[src/rtl/occupancy_display.sv]
// occupancy_display: converts the lot count to BCD and scans it onto a 4-digit seven-segment display.
module occupancy_display #(
  parameter int CAPACITY    = 200,
  parameter int REFRESH_DIV = 100000
) (
  input  logic       clk,
  input  logic       reset,
  input  logic [7:0] count,
  output logic [3:0] an,
  output logic [6:0] seg,
  output logic       dp,
  output logic [11:0] bcd,
  output logic       full,
  output logic       empty
);
  localparam int RW = $clog2(REFRESH_DIV);
  localparam logic [RW-1:0] REF_MAX = RW'(REFRESH_DIV - 1);
  localparam logic [7:0] CAP = 8'(CAPACITY);
  localparam logic [6:0] BLANK = 7'b1111111;
  localparam logic [6:0] LETTER_F = 7'b0001110;

  typedef enum logic [1:0] {IDLE, SHIFT, LOAD} state_t;

  state_t        state_q, state_d;
  logic [7:0]    last_q, last_d, sh_q, sh_d;
  logic [11:0]   scr_q, scr_d, adj, bcd_q, bcd_d;
  logic [2:0]    it_q, it_d;
  logic          full_q, full_d, empty_q, empty_d;
  logic [RW-1:0] ref_q, ref_d;
  logic [1:0]    dig_q, dig_d;
  logic [3:0]    an_q, an_d;
  logic [6:0]    seg_q, seg_d;

  function automatic logic [6:0] enc(input logic [3:0] n);
    case (n)
      4'd0: enc = 7'b1000000;
      4'd1: enc = 7'b1111001;
      4'd2: enc = 7'b0100100;
      4'd3: enc = 7'b0110000;
      4'd4: enc = 7'b0011001;
      4'd5: enc = 7'b0010010;
      4'd6: enc = 7'b0000010;
      4'd7: enc = 7'b1111000;
      4'd8: enc = 7'b0000000;
      4'd9: enc = 7'b0010000;
      default: enc = BLANK;
    endcase
  endfunction

  always_comb begin
    state_d = state_q;
    last_d  = last_q;
    sh_d    = sh_q;
    scr_d   = scr_q;
    it_d    = it_q;
    bcd_d   = bcd_q;
    for (int i = 0; i < 3; i++)
      adj[4*i +: 4] = scr_q[4*i +: 4] + ((scr_q[4*i +: 4] >= 4'd5) ? 4'd3 : 4'd0);
    case (state_q)
      IDLE: if (count != last_q) begin
        sh_d    = count;
        last_d  = count;
        scr_d   = '0;
        it_d    = '0;
        state_d = SHIFT;
      end
      SHIFT: begin
        {scr_d, sh_d} = {adj, sh_q} << 1;
        it_d    = it_q + 3'd1;
        state_d = (it_q == 3'd7) ? LOAD : SHIFT;
      end
      LOAD: begin
        bcd_d   = scr_q;
        state_d = IDLE;
      end
      default: state_d = IDLE;
    endcase
    full_d  = count >= CAP;
    empty_d = count == 8'd0;
    ref_d   = (ref_q == REF_MAX) ? '0 : ref_q + 1'b1;
    dig_d   = (ref_q == REF_MAX) ? dig_q + 2'd1 : dig_q;
    // decode from the next digit index so anode and segments switch on the same edge
    an_d    = ~(4'b0001 << dig_d);
    seg_d   = (dig_d == 2'd0) ? enc(bcd_q[3:0]) :
              (dig_d == 2'd1) ? ((bcd_q[11:4] == 8'd0) ? BLANK : enc(bcd_q[7:4])) :
              (dig_d == 2'd2) ? ((bcd_q[11:8] == 4'd0) ? BLANK : enc(bcd_q[11:8])) :
              (full_q ? LETTER_F : BLANK);
  end

  always_ff @(posedge clk or negedge reset) begin
    if (!reset) begin
      state_q <= IDLE;
      last_q  <= '0;
      sh_q    <= '0;
      scr_q   <= '0;
      it_q    <= '0;
      bcd_q   <= '0;
      full_q  <= 1'b0;
      empty_q <= 1'b1;
      ref_q   <= '0;
      dig_q   <= '0;
      an_q    <= 4'b1110;
      seg_q   <= 7'b1000000;
    end else begin
      state_q <= state_d;
      last_q  <= last_d;
      sh_q    <= sh_d;
      scr_q   <= scr_d;
      it_q    <= it_d;
      bcd_q   <= bcd_d;
      full_q  <= full_d;
      empty_q <= empty_d;
      ref_q   <= ref_d;
      dig_q   <= dig_d;
      an_q    <= an_d;
      seg_q   <= seg_d;
    end
  end

  assign an    = an_q;
  assign seg   = seg_q;
  assign dp    = 1'b1;
  assign bcd   = bcd_q;
  assign full  = full_q;
  assign empty = empty_q;
endmodule

[config.mk]
export PLATFORM = sky130hd
export DESIGN_NAME = occupancy_display
export DESIGN_NICKNAME = d
export VERILOG_FILES = /design/src/rtl/occupancy_display.sv
export SDC_FILE = /design/constraint.sdc
export NUM_CORES = 1
export LEC_CHECK = 0
export BUFFER_PORTS_ARGS = -buffer_cell sky130_fd_sc_hd__buf_2
export CAP_MARGIN = 10
export CELL_PAD_IN_SITES_DETAIL_PLACEMENT = 1
export CELL_PAD_IN_SITES_GLOBAL_PLACEMENT = 2
export CORE_ASPECT_RATIO = 0.75
export CORE_MARGIN = 5
export CORE_UTILIZATION = 39
export CTS_CLUSTER_SIZE = 16
export DETAILED_ROUTE_END_ITERATION = 8
export PLACE_DENSITY = 0.76
export SYNTH_ARGS = -nofsm -noshare
export SYNTH_HDL_FRONTEND = slang
export SYNTH_SLANG_ARGS = --single-unit
[constraint.sdc]
create_clock -name clk -period 2.4 [get_ports clk]
set_input_delay 0.24 -clock clk [delete_from_list [all_inputs] [get_ports clk]]
set_output_delay 0.24 -clock clk [all_outputs]
set_load 0.05 [all_outputs]
Word level (Yosys, flattened, before mapping) --
Memories as Yosys holds them, arrays and structs flattened. Cells that the tools add are included.
Operators by class: add/subtract/negate cells 6, magnitude comparators 4, equality and inequality tests 8, shifts and indexed selects 1, multiplexer cells 20, bitwise logic cells 1, reductions and logical operators 8
Operators by type and width (number):
- $mux W7 | 6
- $pmux W12 S2 | 1
- $add A17 B1 Y17 const B | 1
- $eq A17 B17 Y1 const B | 1
- $mux W17 | 1
- $logic_not A8 Y1 | 2
- $pmux W8 S2 | 1
- $ge A4 B3 Y1 const B | 3
- $mux W12 | 1
- $mux W2 | 6
- $add A4 B2 Y4 | 2
- $ge A8 B8 Y1 const B | 1
- $mux W8 | 1
- $ne A8 B8 Y1 | 1
- $pmux W3 S2 | 1
- $eq A2 B1 Y1 const B | 2
- $eq A2 B2 Y1 const B | 2
- $logic_not A2 Y1 | 2
- $logic_not A4 Y1 | 1
- $not A4 Y4 | 1
- $pmux W2 S2 | 1
- $reduce_and A2 Y1 | 2
- $shl A1 B2 Y4 const A | 1
- $add A3 B1 Y3 const B | 1
- other kinds (6) | 6
Word-level totals: flip-flop bits (word level) 77, memory bits (read-only) 336, input port bits 10, output and inout port bits 26, logic and storage cells 63, memories kept 3
Memory list:
- (name not given) | depth 16, bits a word 7, read ports 1, clocked after memory_dff 0, write ports 0, line 35 | case (n)
- (name not given) | depth 16, bits a word 7, read ports 1, clocked after memory_dff 0, write ports 0, line 35
- (name not given) | depth 16, bits a word 7, read ports 1, clocked after memory_dff 0, write ports 0, line 35

Logic depth before layout (Yosys ltp) --
Gate-level depths: netlist (run 1).
depth in word-level cells 6, mapped depth 8

Least setup slack after synthesis (run 1) --
OpenSTA, ideal clock, no wires.
path type register -> register, start register bcd_q[8] (netlist: bcd[8]), end register seg_q[2] (netlist: seg[2]), arrival 2.028 ns, required time 2.271 ns, setup slack 0.242 ns, stages on the path, launching flop included 8, path buffers 0, clock period less this slack 2.158 ns, cell sequence dfrtp_1 -> inv_1 -> ha_1 -> and4bb_2 -> o311ai_0 -> nor2_1 -> o32ai_1 -> a21oi_1
On the way: cells in the longest elaborated chain, start to end 5, elaborated cells on any way between the ends 8, those cells by class mux (5); reduce/logical (2); memory (1)
Ends and longest elaborated chain:
- start, declared | line 26 | logic [11:0] scr_q, scr_d, adj, bcd_q, bcd_d;
- start signal, assigned | line 97 | bcd_q <= '0;
- start signal, assigned | line 110 | bcd_q <= bcd_d;
- $mem_v2 Z16 W7 or $logic_not A4 Y1 (tied branches)
- $mux W7 (2 in a row) | line 86 | (dig_d == 2'd2) ? ((bcd_q[11:8] == 4'd0) ? BLANK : enc(bcd_q[11:8])) :
- $mux W7 (*) | line 85 | (dig_d == 2'd1) ? ((bcd_q[11:4] == 8'd0) ? BLANK : enc(bcd_q[7:4])) :
- $mux W7 (*) | line 84 | seg_d = (dig_d == 2'd0) ? enc(bcd_q[3:0]) :
- net seg_d[2] | line 32 | logic [6:0] seg_q, seg_d;
- end signal, assigned | line 116 | seg_q <= seg_d;
- end, declared | line 32
The timed path passes the listed nets; every way through them passes the cells marked *. A chain may end at the register's enable or synchronous reset.

Worst setup path in the final report (run 1) --
start register bcd_q[8] (netlist: bcd[8]), end register seg_q[4] (netlist: seg[4])
The elaborated chain is that of the path after synthesis.

==> results of run 1 <==
==> cell usage in the layout, fill, tap and decap left out, drive strengths merged, types with 4 or more instances in the layout <==
| cell type | n |
|---|---|
| clkbuf | 13 |
| nand3 | 9 |
| a21o | 8 |
| inv | 14 |
| dfstp | 5 |
| ha | 23 |
| xor2 | 15 |
| nor3 | 4 |
| a31oi | 4 |
| a21oi | 18 |
| nand4 | 5 |
| a22o | 8 |
| o21ai | 26 |
| nor2 | 22 |
| mux2 | 22 |
| buf | 40 |
| o22ai | 8 |
| xnor2 | 13 |
| and2 | 6 |
| nand2b | 8 |
| dfrtp | 72 |
| nand2 | 39 |
| nor2b | 7 |
| or3 | 7 |
==> state kept, by name, indices dropped and copies added (netlist names) <==
name     count
seg          7
dig_q        2
last_q       8
ref_q       17
it_q         3
state_q      2
bcd         12
an           4
full         1
sh_q         8
scr_q       12
empty        1
==> cells by family after synthesis <==
family	Yosys count	share of synthesized area [%]
buffers and inverters	37	3.957
AO/OA/AOI/OAI	94	14.43
AND/OR/NAND/NOR	132	17.32
other	1	0.08595
flip-flops	77	44.31
XOR/XNOR	28	5.793
multiplexers	24	6.137
adder cells (fa/ha/maj)	26	7.973
==> stage by stage <==
| step | cell area (sq um) | worst slack, ns | hold slack [ns] | power, mW |
|---|---|---|---|---|
| final | 4991 | 0.2513 | 0.1160 | 7.012 |
| after global routing | 4991 | 0.1054 | 0.1104 | 7.566 |
| after CTS | 4991 | 0.1600 | 0.09444 | 7.103 |
| after detailed placement | 4652 | 0.1842 | 0.2884 | 5.545 |
| after global placement | 4652 | 0.2403 | 0.2795 | 5.453 |
| after floorplan | 4363 | 0.2422 | -0.05559 | 4.718 |
==> cell usage after synthesis (all sizes together) (5+ instances only) <==
cell    instances  area (sq um)
nor2b           7         43.79
dfstp           5         131.4
mux2           22         247.7
xnor2          13         121.4
xor2           15         131.4
or3             7         48.80
a21oi          18         93.84
inv            14         52.55
nand2b          8         50.05
o21ai          26         130.1
ha             23         287.8
o22ai           8         50.05
a21o            8         60.06
nor2           22         90.09
buf            10         71.31
nand4           5         31.28
dfrtp          72          1802
nand3           9         45.04
a22o            8         70.07
nand2          39         146.4
and2            6         37.54
clkbuf         12         45.04
==> cell type report <==
cell class	count	area, sq um	share of cell area, %
Inverter	15	56.30	1.128
Multi-Input combinational cell	305	2257	45.22
Tap cell	140	175.2	3.510
Clock buffer	13	260.3	5.214
Sequential cell	77	1933	38.73
Timing Repair Buffer	41	240.2	4.813
Clock inverter	3	68.82	1.379
==> what timing repair did <==
item,in CTS,in global routing
hold buffers,1,0
gates resized for setup,0,1
setup endpoints to repair,0,1
endpoints found under the hold margin,36,0
==> per-layer routing <==
layer	GRT usage (%)	wire length [um]	up-vias	part of all wire (%)
met4	3.478	93	0	0.92
met5	0	0	-	0
met3	4.220	289	10	2.9
li1	-	-	1545	-
met2	24.64	4665	42	46
met1	22.49	5064	1563	50
==> critical path, stage by stage, from the launching register on <==
cell and delay [ns]:
dfrtp_1 0.47, inv_1 0.12, ha_1 0.33, and4bb_2 0.28, nor3_1 0.12, a2111oi_0 0.09
o32ai_1 0.42, nand4_1 0.17
==> how the worst max path moves through the flow <==
stage	endpoint	from
2_1_floorplan	seg[2]	bcd[8]
3_3_place_gp	seg[2]	bcd[8]
3_5_place_dp	seg[2]	bcd[8]
4_1_cts	seg[2]	bcd[8]
5_1_grt	seg[2]	ref_q[0]
6_report	seg[4]	bcd[8]
==> power by group through the flow <==
stage / clock (mW) / combinational, mW / sequential, mW
finish: 1.50 / 3.26 / 2.25
CTS: 1.55 / 3.30 / 2.26
global route: 1.61 / 3.61 / 2.34
floorplan: 0 / 2.12 / 2.60
global placement: 0 / 3.19 / 2.26
detailed placement: 0 / 3.26 / 2.28
==> out/metrics.cfg, run 1 <==
[setup_path]
end_kind = register
r2r_cells = 7
path_class = register to register
rrSetupSlack_ns = 0.25
cp.arrival_ns = 2.32
cp.required_ns = 2.57
cp-start-kind = register
timing.rr.start = bcd[8]
cp_max_fo = 8
r2r-end = seg[4]

[logic_synthesis]
synth_top_flop_cell = dfrtp_1
yosys_warnings = 0
async_flop_share_pct = 100.0
yosysSeqAreaShare_pct = 44.31
syn_area_sq_mm = 0.004363
netlist_instances = 419
synth_nets = 455
syn_avg_cell_area_sq_um = 10.41
synth_edf_count = 0
synth.distinct_cells = 69
synth.ff_latch_count = 77

[timing]
skew_ns = 0.006639
max_slew_margin_pct = 35.46
setup_tns_ns = 0
setup_viol = 0
worstMarginPinSlew_ns = 0.9650
grt_setup_unrepaired = no
min_period_ns = 2.149
period_share_pct = 89.53
slew_violations = 0
hold_viol = 0
fmax_mhz = 465.4

[drt]
route.vias.total = 3160
firstDrtPassIters = 4
wl_per_cell_um = 17.02
antenna_left = 0
viasPerCell = 5.320
drt-total-wl_um = 10110
drc = 0
drtIter0Drc = 184

[power_and_ir_drop]
p_int_mw = 4.017
swShare_pct = 42.71
pwr-share-seq_pct = 32.1
peakVddDrop_mv = 0.5730
p_clk_share_pct = 21.4
powerDensity_mw_per_mm2 = 1405
switching_power_mw = 2.994
leakage_nw = 2.241
combPwrFrac_pct = 46.5

[finish]
nNetsFinal = 485
stdcell_count = 594
fill_cells = 1230
drive_gt1_share_pct = 19.16
area_growth_pct = 14.40
antenna_cells = 0
utilization_pct = 45.61

[floorplan]
die_h_um = 101.6
dieWidth_um = 132.1
pin_count = 36
core_sq_mm = 0.01094
rows = 33
start_util_pct = 39.87
dieArea_sq_mm = 0.01342

[run_status]
status = completed

[clock_network]
cts.clk_slew.worst_paths_ns = 0.06
clock_sinks = 77
cts-root-buf = clkbuf_16
clockBufferDepth = 2
clk_latency_ns = 0.33
cts_tree = yes
postCtsSetupBuffers = 0
numCtsBuffers = 9
ctsHtreeMaxLevel = 3

[hold_path]
hp-class = primary input to register
hold_end = empty
min_from = count[7]
whs_path_depth = 2

[placed_design]
place_inst = 577
portBuffers = 34
gp_congestion = 0.7697
hpwl_um = 7253

[global_routing]
grt_pass1_vias = 3220
grt_pass1_wl_um = 17300
grt_usage_pct = 15.89
antenna_found_initial = 0
grt.overflow.total = 0
grt_max_degree = 42

[job]
max_cap_violations = 0

Power figures use the tool's default switching activity.
==> inputs of run 2 (changes only) <==
- MAX_ROUTING_LAYER: unset -> met4
==> run 2 against run 1 <==
Against the previous run:
- total power barely moved
- clock power about the same
- sequential share of layout area is the same
- global-route usage rose by 0.54 points
- cell count unchanged
- utilization unchanged
- largest power group unchanged
==> out/metrics.cfg, run 2 (same netlist as run 1, synthesis figures left out) <==
[global_routing]
grt_pass1_vias = 3216  ; -0.12%
grt.overflow.total = 0  ; unchanged
grt_usage_pct = 16.43  ; +0.54 points
grt_pass1_wl_um = 17290  ; about the same
grt_max_degree = 42  ; unchanged
antenna_found_initial = 0  ; unchanged

[finish]
stdcell_count = 594  ; unchanged
nNetsFinal = 485  ; unchanged
largest_register = ref_q
fill_cells = 1230  ; unchanged
area_growth_pct = 14.40  ; unchanged
final_cell_mix = dfrtp_1 (72), nand2_1 (39), buf_2 (33), o21ai_0 (23), ha_1 (23)
largest_reg_flops = 17  ; unchanged
antenna_cells = 0  ; unchanged
final_common_cell = dfrtp_1
final_area_sq_mm = 0.004991  ; unchanged
drive_gt1_share_pct = 19.16  ; unchanged

[clock_network]
clock_sinks = 77  ; unchanged
cts_tree = yes
clk_latency_ns = 0.34  ; about the same
clockBufferDepth = 2  ; unchanged
cts.clk_slew.worst_paths_ns = 0.06  ; about the same
ctsHtreeMaxLevel = 3  ; unchanged
numCtsBuffers = 9  ; unchanged
cts-root-buf = clkbuf_16

[drt]
wl_per_cell_um = 17.04  ; about the same
route.vias.total = 3156  ; -0.13%
viasPerCell = 5.313  ; -0.13%
firstDrtPassIters = 4  ; unchanged
drt-total-wl_um = 10120  ; about the same
drc = 0  ; unchanged
antenna_left = 0  ; unchanged
drtIter0Drc = 222  ; +21%

[placed_design]
portBuffers = 34  ; unchanged
hpwl_um = 7253  ; unchanged
gp_congestion = 0.7800  ; +1.3%
dpl_cell_area_sq_mm = 0.004652  ; unchanged
dp_slack_ns = 0.1842  ; unchanged
place_inst = 577  ; unchanged

[timing]
hold_viol = 0  ; unchanged
worstMarginPinSlew_ns = 0.9579  ; -0.007038 ns
skew_ns = 0.007502  ; +0.0008633 ns
period_share_pct = 89.42  ; -0.11 points
setup_viol = 0  ; unchanged
setup_tns_ns = 0  ; unchanged
fmax_mhz = 466.0  ; +0.12%
max_slew_margin_pct = 35.93  ; +0.47 points
slew_violations = 0  ; unchanged
fin_ws_ns = 0.2540  ; +0.002663 ns
grt_setup_unrepaired = no
min_period_ns = 2.146  ; -0.002663 ns

[setup_path]
end_kind = register
cp-start-kind = register
cp.required_ns = 2.58  ; about the same
path_class = register to register
cp_max_fo = 8  ; unchanged
cp.arrival_ns = 2.32  ; about the same

[power_and_ir_drop]
p_int_mw = 4.017  ; about the same
pwr-share-seq_pct = 32.1  ; about the same
switching_power_mw = 2.995  ; about the same
powerDensity_mw_per_mm2 = 1405  ; about the same
peakVddDrop_mv = 0.5704  ; -0.44%
swShare_pct = 42.71  ; about the same
leakage_nw = 2.241  ; unchanged
combPwrFrac_pct = 46.4  ; about the same
p_clk_share_pct = 21.4  ; about the same

[floorplan]
core_sq_mm = 0.01094  ; unchanged
rows = 33  ; unchanged
dieWidth_um = 132.1  ; unchanged
start_util_pct = 39.87  ; unchanged
die_h_um = 101.6  ; unchanged
pin_count = 36  ; unchanged
dieArea_sq_mm = 0.01342  ; unchanged

[hold_path]
hp-class = primary input to register

[job]
max_cap_violations = 0  ; unchanged

[run_status]
status = completed

[run 2: what timing repair did]
item                                    in CTS  in global routing
hold buffers                                 1                  0
setup buffers                                0                  0
hold endpoints to repair                    36                  0
resized for setup                            0                  1
endpoints found under the setup margin       0                  1
[run 2: metal layers]
metal | share of wire [%] | vias to the layer above | wire, um | global-route usage, %
li1 | - | 1545 | - | -
met1 | 50 | 1560 | 5107 | 22.46
met2 | 46 | 42 | 4639 | 24.68
met3 | 3.0 | 9 | 301 | 4.518
met4 | 0.73 | 0 | 74 | 3.241
met5 | 0 | - | 0 | -
[run 2: metrics by stage]
step | total power [mW] | util (%) | hold slack (ns)
finish | 7.012 | 45.61 | 0.1056
global route | 7.569 | 45.61 | 0.1073
CTS | 7.103 | 45.61 | 0.09444
detailed placement | 5.545 | 42.52 | 0.2884
global placement | 5.453 | 42.52 | 0.2795
floorplan | 4.718 | - | -0.05559
[run 2: area by class of cell]
class                           instances  area, sq um  area share (%)
Timing Repair Buffer                   41        240.2           4.813
Tap cell                              140        175.2           3.510
Inverter                               15        56.30           1.128
Multi-Input combinational cell        305         2257           45.22
Clock inverter                          3        68.82           1.379
Clock buffer                           13        260.3           5.214
Sequential cell                        77         1933           38.73
[run 2: worst max-delay path: stages, from the launching register on]
cell       delay (ns)
dfrtp_1          0.47
inv_1            0.12
ha_1             0.33
and4bb_2         0.28
nor3_1           0.12
a2111oi_0        0.09
o32ai_1          0.42
nand4_1          0.17
[run 2: power groups by stage]
stage / combinational [mW] / clock [mW] / sequential, mW
2_1_floorplan: 2.12 / 0 / 2.60
3_3_place_gp: 3.19 / 0 / 2.26
3_5_place_dp: 3.26 / 0 / 2.28
4_1_cts: 3.30 / 1.55 / 2.26
5_1_grt: 3.61 / 1.61 / 2.34
6_report: 3.26 / 1.50 / 2.25
[run 2: final timing paths]
path	cells past startpoint	startpoint	slack, ns	endpoint
setup / recovery	7	bcd[8]	0.25	seg[4]
hold / removal	2	count[7]	0.11	empty
setup reg to reg	7	bcd[8]	0.25	seg[4]
hold reg to reg	1	sh_q[2]	0.48	sh_q[2]
max in group asynchronous	3	reset	1.29	empty
min in group asynchronous	2	reset	0.45	ref_q[8]
